<file path="config.mk">
export PLATFORM = sky130hd
export DESIGN_NAME = axis_packet_arbiter
export DESIGN_NICKNAME = d
export VERILOG_FILES = /design/src/rtl/axis_packet_arbiter.sv
export SDC_FILE = /design/constraint.sdc
export NUM_CORES = 1
export LEC_CHECK = 0
export CAP_MARGIN = 0
export CELL_PAD_IN_SITES_DETAIL_PLACEMENT = 1
export CELL_PAD_IN_SITES_GLOBAL_PLACEMENT = 2
export CORE_AREA = 2 2 139 141
export DETAILED_ROUTE_END_ITERATION = 8
export DIE_AREA = 0 0 141 143
export GPL_TIMING_DRIVEN = 0
export PLACE_DENSITY_LB_ADDON = 0.1
export REMOVE_ABC_BUFFERS = 1
export SYNTH_ARGS = -nofsm -noshare
export SYNTH_HDL_FRONTEND = slang
export SYNTH_SLANG_ARGS = --single-unit
export TNS_END_PERCENT = 50
</file>
<file path="constraint.sdc">
create_clock -name axis_clk -period 3.39 [get_ports axis_clk]
set_clock_uncertainty 0.1 [all_clocks]
set_input_delay 0.678 -clock axis_clk [delete_from_list [all_inputs] [get_ports axis_clk]]
set_output_delay 0.678 -clock axis_clk [all_outputs]
set_load 0.05 [all_outputs]
</file>
<file path="src/rtl/axis_packet_arbiter.sv">
// Round-robin AXI-Stream packet arbiter with packet-granular lock.
// Forces release of a source that stalls mid-packet for IDLE_TIMEOUT cycles.
module axis_packet_arbiter #(
  parameter int NUM_PORTS    = 4,
  parameter int IDLE_TIMEOUT = 4096
) (
  input  logic                    axis_clk,
  input  logic                    axis_reset,
  input  logic [NUM_PORTS*32-1:0] s_axis_tdata,
  input  logic [NUM_PORTS*4-1:0]  s_axis_tkeep,
  input  logic [NUM_PORTS-1:0]    s_axis_tvalid,
  input  logic [NUM_PORTS-1:0]    s_axis_tlast,
  output logic [NUM_PORTS-1:0]    s_axis_tready,
  output logic [31:0]             m_axis_tdata,
  output logic [3:0]              m_axis_tkeep,
  output logic                    m_axis_tvalid,
  output logic                    m_axis_tlast,
  input  logic                    m_axis_tready,
  output logic [NUM_PORTS-1:0]    grant,
  output logic [31:0]             pkt_count,
  output logic                    timeout_pulse
);

  localparam int LW = $clog2(NUM_PORTS);
  localparam int SW = $clog2(IDLE_TIMEOUT + 1);

  typedef enum logic {IDLE, XFER} state_e;

  state_e               state_q, state_d;
  logic [NUM_PORTS-1:0] grant_q, grant_d;
  logic [LW-1:0]        last_q, last_d;
  logic [31:0]          pkt_q, pkt_d;
  logic [SW-1:0]        stall_q, stall_d;
  logic                 tmo_q, tmo_d;

  logic [31:0]   g_data;
  logic [3:0]    g_keep;
  logic          g_valid;
  logic          g_last;
  logic [LW-1:0] pick;
  logic          found;
  int            idx;

  always_comb begin
    g_data  = '0;
    g_keep  = '0;
    g_valid = 1'b0;
    g_last  = 1'b0;
    for (int i = 0; i < NUM_PORTS; i++) begin
      if (grant_q[i]) begin
        g_data  = s_axis_tdata[32*i +: 32];
        g_keep  = s_axis_tkeep[4*i +: 4];
        g_valid = s_axis_tvalid[i];
        g_last  = s_axis_tlast[i];
      end
    end
  end

  // search starts one past the last winner and wraps
  always_comb begin
    pick  = last_q;
    found = 1'b0;
    idx   = 0;
    for (int k = 1; k <= NUM_PORTS; k++) begin
      idx = int'(last_q) + k;
      if (idx >= NUM_PORTS) idx = idx - NUM_PORTS;
      if (!found && s_axis_tvalid[idx]) begin
        found = 1'b1;
        pick  = LW'(idx);
      end
    end
  end

  always_comb begin
    state_d       = state_q;
    grant_d       = grant_q;
    last_d        = last_q;
    pkt_d         = pkt_q;
    stall_d       = stall_q;
    tmo_d         = 1'b0;
    s_axis_tready = '0;
    m_axis_tdata  = '0;
    m_axis_tkeep  = '0;
    m_axis_tvalid = 1'b0;
    m_axis_tlast  = 1'b0;
    unique case (state_q)
      IDLE: begin
        stall_d = '0;
        if (found) begin
          state_d = XFER;
          grant_d = {{(NUM_PORTS-1){1'b0}}, 1'b1} << pick;
          last_d  = pick;
        end
      end
      XFER: begin
        m_axis_tdata  = g_data;
        m_axis_tkeep  = g_keep;
        m_axis_tvalid = g_valid;
        m_axis_tlast  = g_last;
        s_axis_tready = grant_q & {NUM_PORTS{m_axis_tready}};
        if (g_valid) begin
          stall_d = '0;
          if (m_axis_tready && g_last) begin
            state_d = IDLE;
            grant_d = '0;
            pkt_d   = pkt_q + 32'd1;
          end
        end else if (stall_q == SW'(IDLE_TIMEOUT - 1)) begin
          state_d = IDLE;
          grant_d = '0;
          stall_d = '0;
          tmo_d   = 1'b1;
        end else begin
          stall_d = stall_q + SW'(1);
        end
      end
      default: state_d = IDLE;
    endcase
  end

  always_ff @(posedge axis_clk) begin
    if (axis_reset) begin
      state_q <= IDLE;
      grant_q <= '0;
      last_q  <= LW'(NUM_PORTS - 1);
      pkt_q   <= '0;
      stall_q <= '0;
      tmo_q   <= 1'b0;
    end else begin
      state_q <= state_d;
      grant_q <= grant_d;
      last_q  <= last_d;
      pkt_q   <= pkt_d;
      stall_q <= stall_d;
      tmo_q   <= tmo_d;
    end
  end

  assign grant         = grant_q;
  assign pkt_count     = pkt_q;
  assign timeout_pulse = tmo_q;

endmodule

</file>
==> flow_summary.ini <==
[run_status]
outcome = complete, no violations

[global_routing]
grt_max_degree = 53
initial_antenna_violation_count = 3
grt-ovfl-total = 0
grt_first_pass_wirelength_um = 30370
grt_use_total_pct = 19.23
vias_in_the_first_global_route = 5241

[logic_synthesis]
synth_async_sr_flop_share_pct = 0
fraction_of_post_synthesis_cell_area_in_the_top_cell_type_by_area_pct = 27.35
register_bit_count_reported_by_yosys = 53
synth_area_um2 = 3880
synth.lib_cells_used.distinct = 42
synthTopCellsByArea = sky130_fd_sc_hd__dfxtp_1, sky130_fd_sc_hd__nor2b_1, sky130_fd_sc_hd__a221oi_1
synth_top_flop_cell = sky130_fd_sc_hd__dfxtp_1
synth_sequential_area_ratio_pct = 27.35
synth_area_per_cell_um2 = 7.476
netlist.top_cell.by_area = sky130_fd_sc_hd__dfxtp_1
yosysWarningCount = 0
synth-edff-count = 0
post_synth_inst_count = 519

[clock_tree]
cts_root_buf = sky130_fd_sc_hd__clkbuf_16
clock_insertion_delay_worst_skew_ns = 0.30
cts_inserted_buffers = 5
cts.sink_count = 53
cts_tree = yes
path_clk_slew_ns = 0.08
ctsLongestPathBuffers = 2
holdBufCountCts = 0
number_of_h_tree_levels = 2

[critical_path]
crit_arrival_ns = 2.47
path_cells = nor2b_4, buf_12, a221oi_1, nor3_1, a21oi_1, nor2b_1, dlygate4sd2_1
worst-r2r-setup-slack_ns = 0.80
end_kind = primary output
r2r-end = pkt_count[30]$_SDFFE_PP0P_
regToRegStartpoint = state_q$_SDFF_PP0_
criticalPathCategory = flop to primary output
crit_path_top_delay_cell = sky130_fd_sc_hd__dlygate4sd2_1
cp-start-kind = flop
max_stage_delay_ns = 0.60
timing.critical_path.fanout_max = 16
r2r_worst_path_depth = 5
worst_ep_required_time_ns = 2.61

[min_path]
holdPathEnd = stall_q[12]$_SDFF_PP0_
hold_path_depth = 2
worst_hold_start = stall_q[12]$_SDFF_PP0_
min_path_type = flop to flop

[route]
finalWirelength_um = 19630
via_count = 4858
detail_route.first_pass.iterations = 4
detail_route.drc_violations = 0
ant_nets = 0
detail_route.vias_per_cell = 5.024
wire_per_inst_um = 20.30
drt_iter0_markers = 133

[cells_and_area]
num-nets-final = 886
postLayoutCoreUtil_pct = 35.84
area_delta_synth_final_pct = 71.62
drive_gt1_share_pct = 5.616

[sta]
hold_viol_final = 0
finalHoldWorstSlack_ns = 0.3599
grt_setup_unrepaired = no
setup_violations = 0
finalCriticalPeriod_ns = 3.251
max_clock_freq_mhz = 307.6
worst_slew_margin_rel_pct = 40.07
fin_ws_ns = 0.1388
slew_violations = 0
worst_pin_slew_ns = 0.8989
post-route-period-util_pct = 95.91

[place]
place_congestion = 0.8154
pre_cts_ws_ns = -0.9623
hpwlAfterDp_um = 14030
port-buffer-count = 233

[floorplan]
floorplan.core_area_um2 = 18580
floorplan.die_area_um2 = 20160
dieWidth_um = 141
number_of_top_level_design_ports = 234
initial_core_util_pct = 20.88
core.rowCount = 50
die_h_um = 143

[power_and_ir_drop]
p_per_area_nw_per_um2 = 309.5
p_leak_nw = 2.385
peak_supply_drop_mv = 0.2354

[run]
timing.max_cap.violations = 0
## timing repair
item,in CTS,in global routing
endpoints found under the hold margin,0,0
pin swaps,2,0
cloned,2,0
gates resized for setup,41,3
setup buffers,6,0
endpoints found under the setup margin,52,2
## kinds of logic (layout without fill, tap and decap cells)
| family | Yosys count | in the layout | share of synthesized area (%) |
|---|---|---|---|
| simple gates | 265 | 265 | 39.63 |
| compound gates | 127 | 129 | 21.38 |
| buf+inv | 46 | 255 | 5.095 |
| mux | 1 | 1 | 0.2580 |
| fa+ha+maj | 2 | 2 | 0.6449 |
| other cells | 0 | 3 | 0 |
| xor+xnor | 25 | 25 | 5.643 |
| flops | 53 | 53 | 27.35 |
## per-layer routing
layer	track usage [%]	vias up	share of wire [%]
met5	0	-	0
met4	5.263	0	1.9
met3	4.695	20	5.2
met2	34.84	134	50
met1	22.63	2381	42
li1	-	2323	-
## synth_stat cells, drive strengths merged, types with 3 or more instances
cell type	instances
or2	3
xnor2	7
and2	7
and4	4
nand2b	6
o21ai	18
nor3	41
a21oi	59
inv	5
nand2	10
clkbuf	30
a221oi	37
nor2	38
and3	9
nand3	19
xor2	18
buf	11
nand4	24
nor3b	3
dfxtp	53
or3	17
nor2b	75
a211oi	6
or3b	3
## placed cells by master (no fill, tap or decap), drive strengths merged, types with 9 or more instances in the layout
| cell | n |
|---|---|
| xor2 | 18 |
| nor3 | 41 |
| a21oi | 59 |
| o21ai | 18 |
| nor2 | 38 |
| nor2b | 75 |
| dfxtp | 53 |
| a221oi | 37 |
| dlygate4sd2 | 36 |
| nand3 | 19 |
| and3 | 9 |
| buf | 10 |
| clkdlybuf4s50 | 194 |
| or3 | 17 |
| nand4 | 24 |
| nand2 | 10 |
## state kept, by name, indices dropped and copies added (netlist names)
signal and flops:
pkt_count 32, stall_q 13, grant 4, last_q 2, state_q 1, timeout_pulse 1
## report_power, final
group | total (mW) | switching [mW] | internal, mW
clock network | 0.605 | 0.254 | 0.351
registers | 0.686 | 0.0541 | 0.632
logic | 0.769 | 0.412 | 0.358
total | 2.06 | 0.720 | 1.34
## worst max-delay path, delay by kind of cell (launching register included)
family / cells / cell delay (ns)
buffers and inverters: 2 / 0.78
AND/OR/NAND/NOR: 3 / 0.64
flip-flops: 1 / 0.59
AO/OA/AOI/OAI: 2 / 0.15
## cell type report
cell class,count,area (um2)
fillers,2224,11920
multi-input cells,422,2676
repair buffers,242,2422
flip-flops and latches,53,1071
well taps,234,292.8
clock buffers,5,125.1
clock inverters,3,45.04
inverters,5,18.77
diodes,3,7.507
## per-stage QoR
step | cells | total power, mW | instance area [um2] | setup TNS, ns
2_1_floorplan | 478 | 1.073 | 3701 | -43.83
3_3_place_gp | 945 | 1.431 | 6326 | -174.69
3_5_place_dp | 948 | 1.457 | 6404 | -10.54
4_1_cts | 964 | 2.085 | 6643 | 0
5_1_grt | 967 | 2.163 | 6659 | 0
6_report | 967 | 2.061 | 6659 | 0
## how the worst max path moves through the flow
| stage | start | end | slack [ns] | depth (start not counted) |
|---|---|---|---|---|
| after detailed placement | s_axis_tlast[1] | m_axis_tlast | -0.96 | 5 |
| after global routing | grant[0]$_SDFFE_PP0P_ | m_axis_tdata[30] | 0.009 | 7 |
| final | grant[0]$_SDFFE_PP0P_ | m_axis_tdata[30] | 0.14 | 7 |
| after CTS | s_axis_tlast[0] | m_axis_tlast | 0.01 | 5 |
| after global placement | grant[1]$_SDFFE_PP0P_ | m_axis_tdata[28] | -2.90 | 6 |
| after floorplan | grant[1]$_SDFFE_PP0P_ | m_axis_tdata[0] | -0.86 | 5 |
Note: power is estimated with default switching activity, not from simulation.
